## src/rtl/ppu_pkg.sv

```systemverilog
// Shared types and constants for the PPU CPU readback path: region codes, address map
// boundaries, STATUS bit positions and the address decoder.
package ppu_pkg;

   typedef enum logic [3:0] {
      REG_TGFX,
      REG_SGFX,
      REG_TBUF,
      REG_OAM,
      REG_PAL,
      REG_STATUS,
      REG_FRAME,
      REG_LINE,
      REG_NONE
   } region_e;

   // Word-address map; memory regions are contiguous from 0 up to the palette limit.
   localparam logic [15:0] TGFX_BASE   = 16'h0000;
   localparam logic [15:0] TGFX_LIMIT  = 16'h07FF;
   localparam logic [15:0] SGFX_BASE   = 16'h0800;
   localparam logic [15:0] SGFX_LIMIT  = 16'h0FFF;
   localparam logic [15:0] TBUF_BASE   = 16'h1000;
   localparam logic [15:0] TBUF_LIMIT  = 16'h11FF;
   localparam logic [15:0] OAM_BASE    = 16'h1200;
   localparam logic [15:0] OAM_LIMIT   = 16'h12FF;
   localparam logic [15:0] PAL_BASE    = 16'h1300;
   localparam logic [15:0] PAL_LIMIT   = 16'h1307;
   localparam logic [15:0] STATUS_ADDR = 16'h1400;
   localparam logic [15:0] FRAME_ADDR  = 16'h1401;
   localparam logic [15:0] LINE_ADDR   = 16'h1402;

   localparam int unsigned STATUS_PENDING_BIT = 0;
   localparam int unsigned STATUS_VBLANK_BIT  = 1;
   localparam int unsigned STATUS_OVERRUN_BIT = 2;

   // Ordered limit checks; each branch implies the address is above the previous limit.
   function automatic region_e decode_region(input logic [15:0] a);
      region_e r;
      if (a <= TGFX_LIMIT)       r = REG_TGFX;
      else if (a <= SGFX_LIMIT)  r = REG_SGFX;
      else if (a <= TBUF_LIMIT)  r = REG_TBUF;
      else if (a <= OAM_LIMIT)   r = REG_OAM;
      else if (a <= PAL_LIMIT)   r = REG_PAL;
      else if (a == STATUS_ADDR) r = REG_STATUS;
      else if (a == FRAME_ADDR)  r = REG_FRAME;
      else if (a == LINE_ADDR)   r = REG_LINE;
      else                       r = REG_NONE;
      return r;
   endfunction

endpackage

```

## src/rtl/ppu_vblank_irq.sv

```systemverilog
// Vblank interrupt owner: rising-edge capture, pending/overrun flags with
// clear-on-read, and a wrapping frame counter.
module ppu_vblank_irq #(
   parameter int unsigned FRAME_W = 16
) (
   input  logic               clk_i,
   input  logic               rst_i,
   input  logic               vblank_i,
   input  logic               clear_i,
   output logic               pending_o,
   output logic               overrun_o,
   output logic [FRAME_W-1:0] frame_count_o
);

   logic               vblank_dly_q, vblank_dly_d;
   logic               armed_q, armed_d;
   logic               pending_q, pending_d;
   logic               overrun_q, overrun_d;
   logic [FRAME_W-1:0] frame_q, frame_d;
   logic               rise;

   // Edge detect and flag update; a rise in the same cycle as a clear leaves pending set
   // but does not count as an overrun.
   always_comb begin
      vblank_dly_d = vblank_i;
      // armed_q blocks a false rise when vblank is already high as reset deasserts
      armed_d      = 1'b1;
      pending_d    = pending_q;
      overrun_d    = overrun_q;
      frame_d      = frame_q;
      rise         = vblank_i & ~vblank_dly_q & armed_q;
      if (clear_i) begin
         pending_d = 1'b0;
         overrun_d = 1'b0;
      end
      if (rise) begin
         pending_d = 1'b1;
         frame_d   = frame_q + FRAME_W'(1);
         if (pending_q && !clear_i) begin
            overrun_d = 1'b1;
         end
      end
   end

   // State registers.
   always_ff @(posedge clk_i or posedge rst_i) begin
      if (rst_i) begin
         vblank_dly_q <= 1'b0;
         armed_q      <= 1'b0;
         pending_q    <= 1'b0;
         overrun_q    <= 1'b0;
         frame_q      <= '0;
      end else begin
         vblank_dly_q <= vblank_dly_d;
         armed_q      <= armed_d;
         pending_q    <= pending_d;
         overrun_q    <= overrun_d;
         frame_q      <= frame_d;
      end
   end

   assign pending_o     = pending_q;
   assign overrun_o     = overrun_q;
   assign frame_count_o = frame_q;

endmodule

```

## src/rtl/ppu_cpu_readback.sv

```systemverilog
// CPU-facing pipelined read slave for the PPU: fixed latency 2, one accept per cycle,
// reads the CPU ports of the PPU memories plus STATUS/FRAME_COUNT/LINE, drives irq.
module ppu_cpu_readback #(
   parameter int unsigned ADDR_W  = 13,
   parameter int unsigned FRAME_W = 16
) (
   input  logic              clk,
   input  logic              reset,
   input  logic              chipselect,
   input  logic              read,
   input  logic [ADDR_W-1:0] address,
   output logic [31:0]       readdata,
   output logic              readdatavalid,
   output logic              irq,
   input  logic              vblank,
   input  logic [9:0]        vcount,
   output logic [8:0]        addr_tile_buffer,
   output logic [10:0]       addr_tile_graphics,
   output logic [10:0]       addr_sprite_graphics,
   output logic [7:0]        addr_OAM,
   output logic [2:0]        addr_color_palettes,
   input  logic [31:0]       rd_tile_buffer,
   input  logic [31:0]       rd_tile_graphics,
   input  logic [31:0]       rd_sprite_graphics,
   input  logic [31:0]       rd_OAM,
   input  logic [23:0]       rd_color_palettes
);

   import ppu_pkg::*;

   logic [15:0]        addr_w16;
   logic               rvalid_q, rvalid_d;
   region_e            region_q, region_d;
   logic [31:0]        readdata_q, readdata_d;
   logic               readdatavalid_q, readdatavalid_d;
   logic [31:0]        resp_data;
   logic [31:0]        status_word;
   logic               status_clear;
   logic               irq_pending;
   logic               irq_overrun;
   logic [FRAME_W-1:0] frame_count;

   assign addr_w16 = 16'(address);

   // Memory CPU-port addresses follow the request address directly; the RAMs register it.
   assign addr_tile_graphics   = addr_w16[10:0];
   assign addr_sprite_graphics = addr_w16[10:0];
   assign addr_tile_buffer     = addr_w16[8:0];
   assign addr_OAM             = addr_w16[7:0];
   assign addr_color_palettes  = addr_w16[2:0];

   // Accepted STATUS read clears the interrupt flags while its data is being muxed.
   assign status_clear = rvalid_q && (region_q == REG_STATUS);

   ppu_vblank_irq #(
      .FRAME_W(FRAME_W)
   ) u_vblank_irq (
      .clk_i        (clk),
      .rst_i        (reset),
      .vblank_i     (vblank),
      .clear_i      (status_clear),
      .pending_o    (irq_pending),
      .overrun_o    (irq_overrun),
      .frame_count_o(frame_count)
   );

   // Stage A decode and stage A+1 response mux (flags sampled before the clear lands).
   always_comb begin
      rvalid_d    = chipselect & read;
      region_d    = decode_region(addr_w16);
      status_word = '0;
      status_word[STATUS_PENDING_BIT] = irq_pending;
      status_word[STATUS_VBLANK_BIT]  = vblank;
      status_word[STATUS_OVERRUN_BIT] = irq_overrun;
      resp_data   = '0;
      case (region_q)
         REG_TGFX:   resp_data = rd_tile_graphics;
         REG_SGFX:   resp_data = rd_sprite_graphics;
         REG_TBUF:   resp_data = rd_tile_buffer;
         REG_OAM:    resp_data = rd_OAM;
         REG_PAL:    resp_data = {8'h00, rd_color_palettes};
         REG_STATUS: resp_data = status_word;
         REG_FRAME:  resp_data = 32'(frame_count);
         REG_LINE:   resp_data = {22'd0, vcount};
         default:    resp_data = '0;
      endcase
      readdatavalid_d = rvalid_q;
      readdata_d      = rvalid_q ? resp_data : readdata_q;
   end

   // Pipeline registers; reset discards anything in flight.
   always_ff @(posedge clk or posedge reset) begin
      if (reset) begin
         rvalid_q        <= 1'b0;
         region_q        <= REG_NONE;
         readdata_q      <= '0;
         readdatavalid_q <= 1'b0;
      end else begin
         rvalid_q        <= rvalid_d;
         region_q        <= region_d;
         readdata_q      <= readdata_d;
         readdatavalid_q <= readdatavalid_d;
      end
   end

   assign readdata      = readdata_q;
   assign readdatavalid = readdatavalid_q;
   assign irq           = irq_pending;

endmodule

```

## config.mk

```make
export PLATFORM = sky130hd
export DESIGN_NAME = ppu_cpu_readback
export DESIGN_NICKNAME = d
export VERILOG_FILES = /design/src/rtl/ppu_pkg.sv /design/src/rtl/ppu_vblank_irq.sv /design/src/rtl/ppu_cpu_readback.sv
export SDC_FILE = /design/constraint.sdc
export NUM_CORES = 1
export LEC_CHECK = 0
export CORE_MARGIN = 4
export CORE_UTILIZATION = 35
export DETAILED_ROUTE_END_ITERATION = 8
export GPL_ROUTABILITY_DRIVEN = 0
export PLACE_DENSITY = 0.86
export SLEW_MARGIN = 20
export SYNTH_ARGS = -nofsm -noshare
export SYNTH_HDL_FRONTEND = slang
export SYNTH_SLANG_ARGS = --single-unit
```

## constraint.sdc

```tcl
create_clock -name clk -period 2 [get_ports clk]
set_clock_uncertainty 0.15 [all_clocks]
set_input_delay 0.4 -clock clk [delete_from_list [all_inputs] [get_ports clk]]
set_output_delay 0.4 -clock clk [all_outputs]
set_load 0.02 [all_outputs]
```

== Yosys cells after proc, flatten, opt, wreduce, memory -nomap -nowiden ==
Index checks and enable logic that the tools add are counted.
Word-level totals
  input port bits: 180
  latch bits: 0
  word-level logic and storage cells: 48
  register bits after elaboration: 58
  memories kept: 0
  bits in read-only memories: 0
  bits in writable memories: 0
Operators by class
  reduce and logical (&&, ||, !) cells: 5
  muxes and demuxes: 14
  divide/modulo/power cells: 0
  multiply operators: 0
  add/sub/neg operators: 1
  shift operators: 0
  order comparisons: 5
  bitwise operators: 4
  eq/ne operators: 10
Operators by type and width (number)
  32-bit one-hot mux with 8 select lines: 1
  13-bit equality test (second input constant): 3
  13-bit <= comparator (second input constant): 3
  4-bit 2-to-1 mux: 8
  16-bit by 1-bit adder with 16-bit output (second input constant): 1
  4-bit by 3-bit equality test with 1-bit output (second input constant): 4
  13-bit by 11-bit <= comparator with 1-bit output (second input constant): 1
  13-bit by 12-bit <= comparator with 1-bit output (second input constant): 1
  4-bit by 2-bit equality test with 1-bit output (second input constant): 2
  1-bit 2-to-1 mux: 5
  4-bit by 1-bit equality test with 1-bit output (second input constant): 1
  4-bit zero test: 1
  1-bit bitwise AND: 3
  1-bit logical AND: 2
  2-bit nonzero test: 1
  1-bit zero test: 1
  1-bit NOT: 1

== Logic depth before layout (Yosys ltp) ==
  depth in word-level cells: 9
  depth in mapped cells: 7
  depth with buffers taken out: 5

== Modules after synthesis ==
Synthesis repeated with hierarchy kept, for this count alone.
Unflattened totals
  cells, all modules: 421
  area total of the unflattened synthesis: 4191.5 um^2
Modules (own cells, without submodules)
  ppu_cpu_readback: area each 3316.9 um^2, instances 1, seq. area each 952.2 um^2, cells an instance 348
  ppu_vblank_irq: area each 874.6 um^2, instances 1, seq. area each 500.5 um^2, cells an instance 73

== Worst setup path after synthesis ==
No wires, ideal clock.
  path type: reg2reg
  from: register region_q[0]
  to: register readdata_q[24], in the netlist readdata[24]
  setup time: 0.121 ns
  required time: 1.729 ns
  path slack: 0.353 ns
  path buffers: 2
  stages on the path, launching flop included: 5
  period minus slack after synthesis: 1.647 ns
  arrival: 1.376 ns
  cells stage by stage: dfrtp_1 > buf_6 > buf_8 > mux4_2 > a22o_1
Between the ends
  longest elaborated chain between the ends: 2
  elaborated cells on any way between the ends: 9
  classes of those cells: 7 x eq/ne; 1 x mux; 1 x reduce/logical
RTL lines
  start: declaration: line ppu_cpu_readback.sv:33  | region_e region_q, region_d;
  start signal: assignment: line ppu_cpu_readback.sv:100  | region_q <= region_d;
  4-bit by 3-bit equality test with 1-bit output (tied with other cells): line ppu_cpu_readback.sv:76  | case (region_q)
  32-bit one-hot mux with 8 select lines (*): line ppu_cpu_readback.sv:76
  end signal: assignment: line ppu_cpu_readback.sv:101  | readdata_q <= readdata_d;
  end: declaration: line ppu_cpu_readback.sv:34  | logic [31:0] readdata_q, readdata_d;
Every way passes the cells marked *; elsewhere a longest branch is shown, timed or not.
A chain may end at the register's enable or synchronous reset.

== Final worst setup path ==
  from: input address[5]
  to: output addr_sprite_graphics[5]
RTL lines
  start: declaration: line ppu_cpu_readback.sv:11  | input logic [ADDR_W-1:0] address,
  end: declaration: line ppu_cpu_readback.sv:19  | output logic [10:0] addr_sprite_graphics,
No word-level cell between the ends.

==> impl_metrics.csv <==
group,metric,value,unit
power,power_leakage,2.888,nW
synth,ys_top_cells_by_area,"dfrtp_1, buf_4, mux4_2, nand2_1, mux2_2",
routing,drtAntennaViolNets,0,
synth,synth-edff-count,0,
global_routing,grt_pass1_wl,26.12,mm
synth,syn_inst,429,
routing,drc_errors,0,
setup_path,worst-path-buf-inv,2,
global_routing,grt_usage,0.2366,
floorplan,dieArea,13920,um^2
synth,ys_warn_count,0,
setup_path,cp_cell_sequence,"clkdlybuf4s50_1 > dlygate4sd2_1",
synth,syn-num-nets,610,
cells_and_area,area_delta_synth_final,65.53,%
global_routing,grt_pass1_vias,4870,
floorplan,pin_count,256,
global_routing,antenna_found_initial,1,
setup_path,cp_num_cells,2,
sta,fin_crit,1914,ps
clock_tree,numCtsBuffers,9,
place,dp.cells,790,
place,portBuffers,255,
clock_tree,root_buffer,"clkbuf_16",
sta,hold_violations,0,
cells_and_area,layout.nets,839,
routing,drt-vias-per-instance,5.441,
cells_and_area,fillers,957,
sta,finalSetupViolations,0,
sta,rsz0062_at_grt,"false",
power,p_per_area,632.8,nW/um^2
hold_path,min_path_type,"input port to async pin",
clock_tree,clk_pin_slew_worst_paths,60,ps
synth,synth.top_cell.area_share,0.3370,
cells_and_area,seq_area,1456,um^2
floorplan,die_h,118.0,um
sta,max-slew-margin-rel,0.5466,
clock_tree,clock_latency,330,ps
cells_and_area,finalNonFillerCells,807,
floorplan,core-area,11610,um^2
setup_path,ff2ff_path_depth,5,
floorplan,start_util,0.3645,
floorplan,rows,39,
sta,worst_slew_pin_slew,679.3,ps
power,vdd_drop_max,0.0003403,V
setup_path,cp-start-kind,"input port",
setup_path,path_delay_family,"buffers and inverters",
routing,num_vias,4391,
routing,drt_wl_total,16.91,mm
global_routing,grt-ovfl-total,0,
synth,yosysSeqAreaShare,0.3432,
setup_path,cp.required,1450,ps
sta,period_share,0.9568,
synth,async_reset_ff_frac,1.000,
routing,post_drt_wl_per_cell,20.96,um
job,cap_viol_max_count,0,
cells_and_area,drive_gt1_frac,0.1523,
status,status,"finished, final reports clean",
synth,ys.flop_type,"dfrtp_1",
routing,dr.pass1.iters,6,
clock_tree,cts_max_level,3,
setup_path,crit_fanout,5,
setup_path,critPathCaptureType,"primary output",
clock_tree,tritoncts,"yes",
synth,ys_seq_elements,58,
sta,max_freq,0.5226,GHz
clock_tree,clkSinkCount,58,
synth,synth_area,4233,um^2
setup_path,worstSetupPathType,"input port to primary output",
sta,whs,312.8,ps
sta,drv_slew,0,
synth,synth_cell_types,70,
global_routing,grt_start_max_net_pins,59,
routing,first_iter_violations,298,
synth,yosysTopAreaCell,"dfrtp_1",
place,dp_hpwl,13.28,mm
floorplan,die_x,118.0,um
setup_path,worstPathArrival,1360,ps
setup_path,crit_slowest_cell,"clkdlybuf4s50_1",
setup_path,slowest_delay,560,ps
cells_and_area,multi_input_area,2221,um^2
clock_tree,cts_buffer_depth,2,
synth,syn-mean-instance-area,9.867,um^2
## worst paths after layout
path | to | from | slack (ps)
min | readdata[24] | reset | 310
max reg2reg | readdata[13] | region_q[2] | 100
max | addr_sprite_graphics[5] | address[5] | 90
max in group asynchronous | region_q[3] | reset | 1080
min reg2reg | u_vblank_irq.frame_count_o[15] | u_vblank_irq.frame_count_o[15] | 330
min in group clk | u_vblank_irq.frame_count_o[15] | u_vblank_irq.frame_count_o[15] | 330
## worst register-to-register path, stage by stage, from the launching register on
cell	delay (ps)
dfrtp_2	590
buf_4	260
nor3b_2	80
a2111oi_4	360
o22ai_1	140
a22o_1	210
## placed cells by master, fill, tap and decap left out, drive strengths merged, types with 3 or more instances in the layout
master           n
a31oi            5
clkbuf           9
a211oi           3
xnor2            8
clkinv           3
dfrtp           57
nor2            18
a21oi           22
clkdlybuf4s50  213
inv              8
nand4            5
mux2            14
xor2             8
and2             3
o22ai            4
nor3             7
a22o            11
a21o             8
nor2b           10
o21ai           14
nand2           39
nand3           18
a22oi            7
buf             38
mux4            15
dlygate4sd2     42
and3             7
o2bb2ai          6
mux2i           11
a221oi           7
a2111oi          3
## cell families after synthesis
| family | Yosys count | share of synthesized area |
|---|---|---|
| buf+inv | 81 | 0.1327 |
| fa+ha+maj | 1 | 0.002955 |
| compound gates | 109 | 0.1924 |
| other cells | 1 | 0.0008859 |
| flops | 58 | 0.3432 |
| simple gates | 123 | 0.1508 |
| xor+xnor | 16 | 0.03311 |
| mux | 40 | 0.1440 |
## metrics by stage
step	cell area (um^2)	util	setup TNS (ps)	total power (W)	setup WS (ps)
floorplan	4233	-	0	0.002139	23.67
global placement	6751	0.5813	-6270	0.002880	-235.8
detailed placement	6751	0.5813	-6558	0.002917	-241.3
CTS	7002	0.6029	0	0.004480	15.79
global route	7007	0.6033	0	0.004627	43.07
finish	7007	0.6033	0	0.004434	86.38
## cell usage after synthesis, types with 3 or more instances
master	n
a221oi_1	5
o22ai_1	4
nor2_1	16
mux4_2	15
xor2_1	8
a31oi_1	5
mux2i_1	11
buf_4	47
a22o_1	11
nor2b_1	9
mux2_2	12
nor3_1	6
a21o_1	8
nand4_1	5
o21ai_0	13
buf_2	11
xnor2_1	8
and3_1	7
a211oi_1	3
o2bb2ai_1	6
dfrtp_1	57
and2_1	3
inv_1	5
a22oi_1	7
a21oi_1	22
clkbuf_1	8
nand3_1	18
buf_6	6
nand2_1	39
## repair_timing
item	4_1_cts	5_1_grt
resized for setup	42	1
hold buffers	0	0
buffers inserted	0	0
endpoints found under the setup margin	42	1
## power by group
| part | internal, W | total (W) | switching (W) |
|---|---|---|---|
| logic | 0.000796 | 0.00140 | 0.000600 |
| clock network | 0.000974 | 0.00157 | 0.000599 |
| registers | 0.00132 | 0.00146 | 0.000141 |
## state kept, by name, summed over array words and instances, names as in the netlist
name and cells:
u_vblank_irq.armed_q 1, readdatavalid 1, u_vblank_irq.frame_count_o 16, u_vblank_irq.vblank_dly_q 1, region_q 4, readdata 32
readdatavalid_d 1, u_vblank_irq.pending_o 1, u_vblank_irq.overrun_o 1
## area by class of cell
class                      count  share of cell area
antenna                        1           0.0003571
sequential                    58              0.2079
tap                          143             0.02554
multi-input combinational    290              0.3170
timing repair buffer         293              0.4029
clock inverter                 7             0.01107
clock buffer                   9             0.03214
inverter                       6            0.003214
## metal layers
| layer | wire (um) | vias to the layer above | GRT usage | share of wire |
|---|---|---|---|---|
| met5 | 0 | - | 0 | 0 |
| met4 | 331 | 0 | 0.07619 | 0.020 |
| met3 | 1156 | 22 | 0.05863 | 0.068 |
| met2 | 8527 | 228 | 0.4218 | 0.50 |
| met1 | 6897 | 2127 | 0.2785 | 0.41 |
| li1 | - | 2014 | - | - |
Note: power is estimated with default switching activity, not from simulation.
